==> config.mk <==
export PLATFORM = sky130hd
export DESIGN_NAME = atomic_arbiter
export DESIGN_NICKNAME = d
export VERILOG_FILES = /design/src/rtl/atomic_arbiter.sv
export SDC_FILE = /design/constraint.sdc
export NUM_CORES = 1
export LEC_CHECK = 0
export CELL_PAD_IN_SITES_DETAIL_PLACEMENT = 1
export CELL_PAD_IN_SITES_GLOBAL_PLACEMENT = 2
export CORE_AREA = 3 3 268 270
export DETAILED_ROUTE_END_ITERATION = 7
export DIE_AREA = 0 0 271 273
export PLACE_DENSITY_LB_ADDON = 0.25
export SLEW_MARGIN = 40
export SYNTH_ARGS = -nofsm -noshare
export SYNTH_HDL_FRONTEND = slang
export SYNTH_SLANG_ARGS = --single-unit
export TNS_END_PERCENT = 50
==> constraint.sdc <==
create_clock -name clk -period 6.3 [get_ports clk]
set_input_delay 1.89 -clock clk [delete_from_list [all_inputs] [get_ports clk]]
set_output_delay 1.89 -clock clk [all_outputs]
set_load 0.01 [all_outputs]
==> src/rtl/atomic_arbiter.sv <==
// Round-robin arbiter funnelling NUM_REQ SM atomic requests into one atomic unit,
// with an in-order tag FIFO routing each completion back to its requester.
module atomic_arbiter #(
    parameter int NUM_REQ   = 4,
    parameter int ADDR_W    = 40,
    parameter int DATA_W    = 64,
    parameter int OP_W      = 3,
    parameter int TAG_DEPTH = 4
) (
    input  logic                           clk,
    input  logic                           rstn,
    input  logic [NUM_REQ-1:0]             sm_req_valid,
    input  logic [NUM_REQ*ADDR_W-1:0]      sm_req_addr,
    input  logic [NUM_REQ*OP_W-1:0]        sm_req_op,
    input  logic [NUM_REQ*DATA_W-1:0]      sm_req_src,
    output logic [NUM_REQ-1:0]             sm_req_ready,
    output logic                           au_req_valid,
    output logic [ADDR_W-1:0]              au_req_addr,
    output logic [OP_W-1:0]                au_req_op,
    output logic [DATA_W-1:0]              au_req_src,
    input  logic                           au_req_ready,
    input  logic                           au_resp_valid,
    input  logic [DATA_W-1:0]              au_resp_data,
    output logic [NUM_REQ-1:0]             sm_resp_valid,
    output logic [DATA_W-1:0]              sm_resp_data,
    output logic [$clog2(TAG_DEPTH):0]     inflight,
    output logic                           err_orphan
);
    localparam int IDX_W = $clog2(NUM_REQ);
    localparam int PTR_W = $clog2(TAG_DEPTH);
    localparam int CNT_W = $clog2(TAG_DEPTH) + 1;
    localparam logic [IDX_W:0]   NUM_C   = (IDX_W+1)'(NUM_REQ);
    localparam logic [IDX_W-1:0] LAST_C  = IDX_W'(NUM_REQ - 1);
    localparam logic [CNT_W-1:0] DEPTH_C = CNT_W'(TAG_DEPTH);

    logic                 or_valid;
    logic [ADDR_W-1:0]    or_addr;
    logic [OP_W-1:0]      or_op;
    logic [DATA_W-1:0]    or_src;
    logic [IDX_W-1:0]     rr_ptr;
    logic [CNT_W-1:0]     inflight_q;
    logic [IDX_W-1:0]     tag_mem [TAG_DEPTH];
    logic [PTR_W-1:0]     wr_ptr;
    logic [PTR_W-1:0]     rd_ptr;

    logic                 can_grant;
    logic                 grant_any;
    logic [IDX_W-1:0]     grant_idx;
    logic [NUM_REQ-1:0]   grant_oh;
    logic [IDX_W:0]       sum;
    logic [ADDR_W-1:0]    sel_addr;
    logic [OP_W-1:0]      sel_op;
    logic [DATA_W-1:0]    sel_src;
    logic                 pop;
    logic                 orphan;

    // Full check uses the registered count only: a same-cycle pop never frees a slot early.
    assign can_grant = (!or_valid || au_req_ready) && (inflight_q < DEPTH_C);
    assign pop       = au_resp_valid && (inflight_q != '0);
    assign orphan    = au_resp_valid && (inflight_q == '0);

    always_comb begin
        grant_any = 1'b0;
        grant_idx = '0;
        grant_oh  = '0;
        sum       = '0;
        for (int k = 0; k < NUM_REQ; k++) begin
            sum = {1'b0, rr_ptr} + (IDX_W+1)'(k);
            if (sum >= NUM_C) sum = sum - NUM_C;
            if (can_grant && !grant_any && sm_req_valid[sum[IDX_W-1:0]]) begin
                grant_any = 1'b1;
                grant_idx = sum[IDX_W-1:0];
            end
        end
        if (grant_any) grant_oh[grant_idx] = 1'b1;
    end

    always_comb begin
        sel_addr = '0;
        sel_op   = '0;
        sel_src  = '0;
        for (int i = 0; i < NUM_REQ; i++) begin
            if (grant_idx == IDX_W'(i)) begin
                sel_addr = sm_req_addr[i*ADDR_W +: ADDR_W];
                sel_op   = sm_req_op[i*OP_W +: OP_W];
                sel_src  = sm_req_src[i*DATA_W +: DATA_W];
            end
        end
    end

    // Grant is combinational, so it must be gated by reset directly.
    assign sm_req_ready = grant_oh & {NUM_REQ{rstn}};
    assign au_req_valid = or_valid;
    assign au_req_addr  = or_addr;
    assign au_req_op    = or_op;
    assign au_req_src   = or_src;
    assign inflight     = inflight_q;

    always_ff @(posedge clk) begin
        if (grant_any) tag_mem[wr_ptr] <= grant_idx;
    end

    always_ff @(posedge clk or negedge rstn) begin
        if (!rstn) begin
            or_valid      <= 1'b0;
            or_addr       <= '0;
            or_op         <= '0;
            or_src        <= '0;
            rr_ptr        <= '0;
            inflight_q    <= '0;
            wr_ptr        <= '0;
            rd_ptr        <= '0;
            sm_resp_valid <= '0;
            sm_resp_data  <= '0;
            err_orphan    <= 1'b0;
        end else begin
            if (grant_any) begin
                or_valid <= 1'b1;
                or_addr  <= sel_addr;
                or_op    <= sel_op;
                or_src   <= sel_src;
                rr_ptr   <= (grant_idx == LAST_C) ? '0 : grant_idx + IDX_W'(1);
                wr_ptr   <= wr_ptr + PTR_W'(1);
            end else if (or_valid && au_req_ready) begin
                or_valid <= 1'b0;
            end
            if (pop) begin
                rd_ptr       <= rd_ptr + PTR_W'(1);
                sm_resp_data <= au_resp_data;
            end
            sm_resp_valid <= pop ? ({{(NUM_REQ-1){1'b0}}, 1'b1} << tag_mem[rd_ptr]) : '0;
            case ({grant_any, pop})
                2'b10:   inflight_q <= inflight_q + CNT_W'(1);
                2'b01:   inflight_q <= inflight_q - CNT_W'(1);
                default: inflight_q <= inflight_q;
            endcase
            if (orphan) err_orphan <= 1'b1;
        end
    end
endmodule

# After elaboration in Yosys (flattened, before gate mapping)
# Memories as Yosys holds them, arrays and structs flattened.
# Cells that the tools add are included.
# W data, S select, Z words.
[totals] ramBits=8 ff_bits=186 rom_bits=0 latchBits=0 output_inout_bits=184 mem_count=1
[memory_table] memory="tag_mem" depth=4 word_bits=2 read_ports=1 rd_clocked_by_memory_dff=0 write_ports=1 line_no="42" text="logic [IDX_W-1:0] tag_mem [TAG_DEPTH];"
[op_classes] add_sub_neg=12 shifts=1 bitwise_logic=1 div=0 mux=42 eq_ne=5 multipliers=0 n_reduce_logical=22 n_lt_le_gt_ge=11
[ops] op="$mux W64" count=4
[ops] op="$mux W40" count=4
[ops] op="$mux W2" count=9
[ops] op="$lt A2 B3 Y1 const B" count=5
[ops] op="$mux W1" count=13
[ops] op="$logic_and A1 B1 Y1" count=12
[ops] op="$mux W3" count=4
[ops] op="$ge A3 B3 Y1 const B" count=3
[ops] op="$bmux W1 S2" count=4
[ops] op="$mux W4" count=2
[ops] op="$sub A2 B1 Y2 const B" count=4
[ops] op="$add A2 B1 Y2 const B" count=3
[ops] op="$add A2 B2 Y3 const B" count=2
[ops] op="$eq A2 B2 Y1 const B" count=3
[ops] op="$pmux W3 S2" count=1
[ops] op="$and A4 B4 Y4" count=1
[ops] op="$eq A2 B1 Y1 const B" count=2
[ops] op="$logic_not A1 Y1" count=4
[ops] op="$reduce_bool A2 Y1" count=2
[ops] op="$shl A1 B2 Y4 const A" count=1
[ops] op="$add A2 B1 Y3 const B" count=1
[ops] op="$add A3 B1 Y3 const B" count=1
[ops] op="$ge A2 B3 Y1 const B" count=1
[ops] op="$logic_not A3 Y1" count=1
[ops] op="other kinds (7)" count=7

# Logic depth before layout (Yosys ltp)
[depth] depth_word=24 depth_mapped=15

# Worst setup path before layout
# OpenSTA, ideal clock, no wires.
[synth_path] path_type="in2out" startpoint="input au_req_ready" endpoint="output sm_req_ready[3]" n_path_buf=5 arrival_time_ns=4.336 slack_ns=0.074 t_required_ns=4.410 cell_stages=12 cell_sequence="nand2b_1 nand2b_1 nor2_4 inv_4 buf_12 buf_6 nor4_1 ha_1 buf_2 clkbuf_1 clkbuf_1 and3_1"
[synth_between] elab_chain_cells=22 elab_cells_between_ends=27 classes_between="2 x order compare; 11 x mux; 1 x bitwise; 13 x reduce/logical"
[synth_rtl] element="from (decl)" line_no="21" text="input logic au_req_ready,"
[synth_rtl] element="$logic_or A1 B1 Y1 (*)" line_no="58" text="assign can_grant = (!or_valid || au_req_ready) && (inflight_q < DEPTH_C);"
[synth_rtl] element="$logic_and A1 B1 Y1 (*)" line_no="58"
[synth_rtl] element="$logic_and A1 B1 Y1" line_no="70" text="if (can_grant && !grant_any && sm_req_valid[sum[IDX_W-1:0]]) begin"
[synth_rtl] element="$mux W1" line_no="70"
[synth_rtl] element="$logic_not A1 Y1" line_no="70"
[synth_rtl] element="$logic_and A1 B1 Y1 (2 in a row)" line_no="70"
[synth_rtl] element="$mux W1" line_no="70"
[synth_rtl] element="$logic_not A1 Y1" line_no="70"
[synth_rtl] element="[6 not listed]"
[synth_rtl] element="$mux W2 (*)" line_no="70"
[synth_rtl] element="via grant_idx[1]" line_no="48" text="logic [IDX_W-1:0] grant_idx;"
[synth_rtl] element="$lt A2 B3 Y1 (implied by the code) / $ge A2 B1 Y1 (equally long branches)" line_no="75" text="if (grant_any) grant_oh[grant_idx] = 1'b1;"
[synth_rtl] element="$logic_and A1 B1 Y1 (implied by the code)" line_no="75"
[synth_rtl] element="$mux W1 (implied by the code)" line_no="75"
[synth_rtl] element="$demux W1 S2 (*)" line_no="75"
[synth_rtl] element="$mux W4 (*)" line_no="75"
[synth_rtl] element="$and A4 B4 Y4 (*)" line_no="92" text="assign sm_req_ready = grant_oh & {NUM_REQ{rstn}};"
[synth_rtl] element="to (decl)" line_no="16" text="output logic [NUM_REQ-1:0] sm_req_ready,"
# Mark *: on every way through the listed nets, which the timed path passes. The rest lies on a longest branch.

# Worst setup path after layout
[layout_path] startpoint="input au_req_ready" endpoint="output sm_req_ready[0]"
[layout_between] elab_chain_cells=22 elab_cells_between_ends=27 classes_between="2 x order compare; 11 x mux; 1 x bitwise; 13 x reduce/logical"
[layout_rtl] element="$logic_or A1 B1 Y1 (*)" line_no="58"
[layout_rtl] element="$logic_and A1 B1 Y1 (*)" line_no="58"
[layout_rtl] element="$logic_and A1 B1 Y1" line_no="70"
[layout_rtl] element="$mux W1" line_no="70"
[layout_rtl] element="$logic_not A1 Y1" line_no="70"
[layout_rtl] element="$logic_and A1 B1 Y1 (2 in a row)" line_no="70"
[layout_rtl] element="$mux W1" line_no="70"
[layout_rtl] element="$logic_not A1 Y1" line_no="70"
[layout_rtl] element="[4 not listed]"
[layout_rtl] element="$logic_and A1 B1 Y1 (2 in a row)" line_no="70"
[layout_rtl] element="$mux W2" line_no="70"
[layout_rtl] element="$lt A2 B3 Y1 (implied by the code) / $ge A2 B1 Y1 (equally long branches)" line_no="75"
[layout_rtl] element="$logic_and A1 B1 Y1 (implied by the code)" line_no="75"
[layout_rtl] element="$mux W1 (implied by the code)" line_no="75"
[layout_rtl] element="$demux W1 S2" line_no="75"
[layout_rtl] element="$mux W4 (*)" line_no="75"
[layout_rtl] element="$and A4 B4 Y4 (*)" line_no="92"
# Every way passes the cells marked *; elsewhere a longest branch is shown, timed or not.

==> flow_metrics.env <==
export IMPL_sw_frac_of_total_pct=45.8
export IMPL_syn_nets=1960
export IMPL_synth_common_cells="nand2_1 (313), a21oi_1 (217), dfrtp_1 (186)"
export IMPL_root_buffer="clkbuf_16"
export IMPL_drc=0
export IMPL_hpwl_um=47700
export IMPL_start_util_pct=16.8
export IMPL_cp_max_fo=4
export IMPL_grt_pass1_vias=13600
export IMPL_slew_viol_final=0
export IMPL_yosys_top_cells_area="dfrtp_1 (40%), nand2_1 (10%), a21oi_1 (9.2%)"
export IMPL_grt_antenna_before_repair=25
export IMPL_numCtsBuffers=17
export IMPL_critPathKind="in2out"
export IMPL_yosys_register_bits=194
export IMPL_grt_ovfl_total=0
export IMPL_critPathCaptureType="primary output"
export IMPL_worst_path_buf_inv=3
export IMPL_clock_sinks=194
export IMPL_ys_seq_area_share_pct=41.7
export IMPL_drive_above_1_share_pct=13.3
export IMPL_rows=97
export IMPL_ys_flop_type="dfrtp_1"
export IMPL_routabilityCongestion=0.844
export IMPL_fin_nets=2565
export IMPL_power_switching_mw=3.84
export IMPL_die_x_um=271
export IMPL_combPwrFrac_pct=60.1
export IMPL_min_period_ps=6160
export IMPL_path_clk_slew_ps=100
export IMPL_drt_iter0_markers=415
export IMPL_dr_total_vias=12600
export IMPL_yosys_warnings=0
export IMPL_die_h_um=273
export IMPL_avgSynthCellArea_um2=8.10
export IMPL_async_flop_share_pct=95.9
export IMPL_antenna_left=0
export IMPL_leakagePower_nw=8.51
export IMPL_vias_per_cell=4.19
export IMPL_critPathTopFamily="simple AND/OR/NAND/NOR gates"
export IMPL_grt_pass1_wl_um=90400
export IMPL_io_pins=684
export IMPL_cts_tree="built"
export IMPL_cts_hold_buffers=0
export IMPL_worstSetupStartpointType="input pin"
export IMPL_h_tree_depth=4
export IMPL_grt_max_degree=94
export IMPL_final_util_pct=28.7
export IMPL_wirelength_um=61900
export IMPL_hold_viol_final=0
export IMPL_synth_edf_count=8
export IMPL_avgRoutedWirePerCell_um=20.5
export IMPL_cts_max_path_buffers=2
export IMPL_tightestPinTransition_ps=783
export IMPL_finClkSkew_ps=21.2
export IMPL_area_growth_pct=70.7
export IMPL_yosysTopAreaCell="dfrtp_1"
export IMPL_syn_cell_area_um2=11700
export IMPL_die_area_um2=74000
export IMPL_slowest_delay_ps=550
export IMPL_dp_cells=2976
export IMPL_grt_usage_pct=16.2
export IMPL_crit_arrival_ps=4270
export IMPL_syn_inst=1450
export IMPL_clk_latency_ps=490
export IMPL_status="finished, final reports clean"
export IMPL_instances_no_fill=3021
export IMPL_power_density_nw_per_um2=418
export IMPL_yosysMostFrequentCell="nand2_1"
export IMPL_critical_path_required_ps=4410
export IMPL_cp_slowest_cell="or4_4"
export IMPL_path_cells="clkdlybuf4s50_1, nand2b_1, nand2b_2, nor2_4, clkinv_8, or4_4, ha_4, and3_1, clkdlybuf4s50_1"
export IMPL_crit_top_cell="clkdlybuf4s50_1"
export IMPL_slew_headroom_pct=47.8
export IMPL_synth_top_area_share_pct=39.6
export IMPL_rsz0062_at_grt="false"
export IMPL_cap_viol_max_count=0
export IMPL_core_um2=69800
export IMPL_clock_fmax_ghz=0.162
export IMPL_finalSetupViolCount=0
export IMPL_clockPowerShare_pct=14.4
export IMPL_peakVddDrop_mv=0.210
export IMPL_timing_final_crit_share_pct=97.8
export IMPL_numPortBuffers=683
export IMPL_synthDistinctLibCells=43
export IMPL_hp_class="reg2reg"
export IMPL_seqPwrFrac_pct=25.5
export IMPL_p_int_mw=4.55
export IMPL_first_pass_iters=5
[metal layers]
metal | global-route usage (%) | up-vias | wire [µm]
li1 | - | 6115 | -
met1 | 18.4 | 6045 | 24500
met2 | 28.0 | 397 | 30900
met3 | 6.87 | 61 | 5280
met4 | 4.22 | 26 | 1060
met5 | 0 | - | 181
[worst paths after layout]
path | from | to | slack [ps] | cells past startpoint
min in group asynchronous | rstn | sm_resp_data[46] | 1280 | 1
max | au_req_ready | sm_req_ready[0] | 140 | 9
min | err_orphan | err_orphan | 480 | 1
min reg2reg | err_orphan | err_orphan | 480 | 1
max reg2reg | inflight[2] | au_req_src[35] | 2560 | 11
max in group asynchronous | rstn | au_req_addr[12] | 3930 | 3
[registers in the layout, summed over array words and instances, names as in the netlist, 2 cells and up]
name	count
tag_mem	8
rr_ptr	2
wr_ptr	2
inflight	3
sm_resp_valid	4
rd_ptr	2
sm_resp_data	64
au_req_src	64
au_req_addr	40
au_req_op	3
[logic make-up (layout without fill, tap and decap cells)]
logic type	count (synthesis)	after routing	synth area share, %
mux	5	5	0.660
buf+inv	244	862	10.0
other cells	0	13	0
flops	194	194	41.7
compound gates	550	550	29.1
fa+ha+maj	10	10	1.13
simple gates	441	441	17.0
xor+xnor	6	6	0.447
[per-stage QoR]
stage	setup slack (ps)	hold slack (ps)	area (µm²)	setup TNS, ps	total power, mW
after detailed placement	-19.8	461	19400	-19.8	7.34
after CTS	0.293	487	20000	0	8.61
after floorplan	73.6	481	11700	0	5.12
after global placement	-3.60	446	19300	-3.60	7.24
final	141	479	20100	0	8.39
after global routing	5.33	507	20000	0	9.16
[final cells by class]
class	instances	area [µm²]
Tap cell	940	1180
Antenna cell	13	32.5
Sequential cell	194	4890
Multi-Input combinational cell	1012	5730
Inverter	116	448
Clock buffer	17	425
Clock inverter	15	189
Fill cell	8158	49700
Timing Repair Buffer	714	7150
[placed cells by master, fill, tap and decap left out, types with 3 or more instances in the layout]
master             n
nand2b_1           4
inv_8              4
nor3b_1            3
diode_2           13
nor2_1             4
o21ai_0          118
xnor2_1            4
edfxtp_1           8
nand2_2           98
and3_1             5
inv_1            114
ha_4               4
dfrtp_1          186
inv_6              4
and2_1             4
nand2_1          313
ha_1               5
a21oi_1          217
clkdlybuf4s50_1  678
a22oi_1          108
inv_12             4
buf_4             19
buf_6              9
clkbuf_16         17
o21ai_2           98
[power by group through the flow]
stage / registers (mW) / logic, mW / clock network (mW)
6_report: 2.13 / 5.04 / 1.21
5_1_grt: 2.21 / 5.62 / 1.32
4_1_cts: 2.15 / 5.18 / 1.28
3_5_place_dp: 2.17 / 5.16 / 0
3_3_place_gp: 2.14 / 5.10 / 0
2_1_floorplan: 2.33 / 2.79 / 0
[what timing repair did]
action,CTS,global route
hold endpoints to repair,0,0
pin swaps,0,1
buffers inserted,0,0
endpoints found under the setup margin,2,2
resized for setup,2,3
No activity file was read; power rests on OpenSTA's default activity.
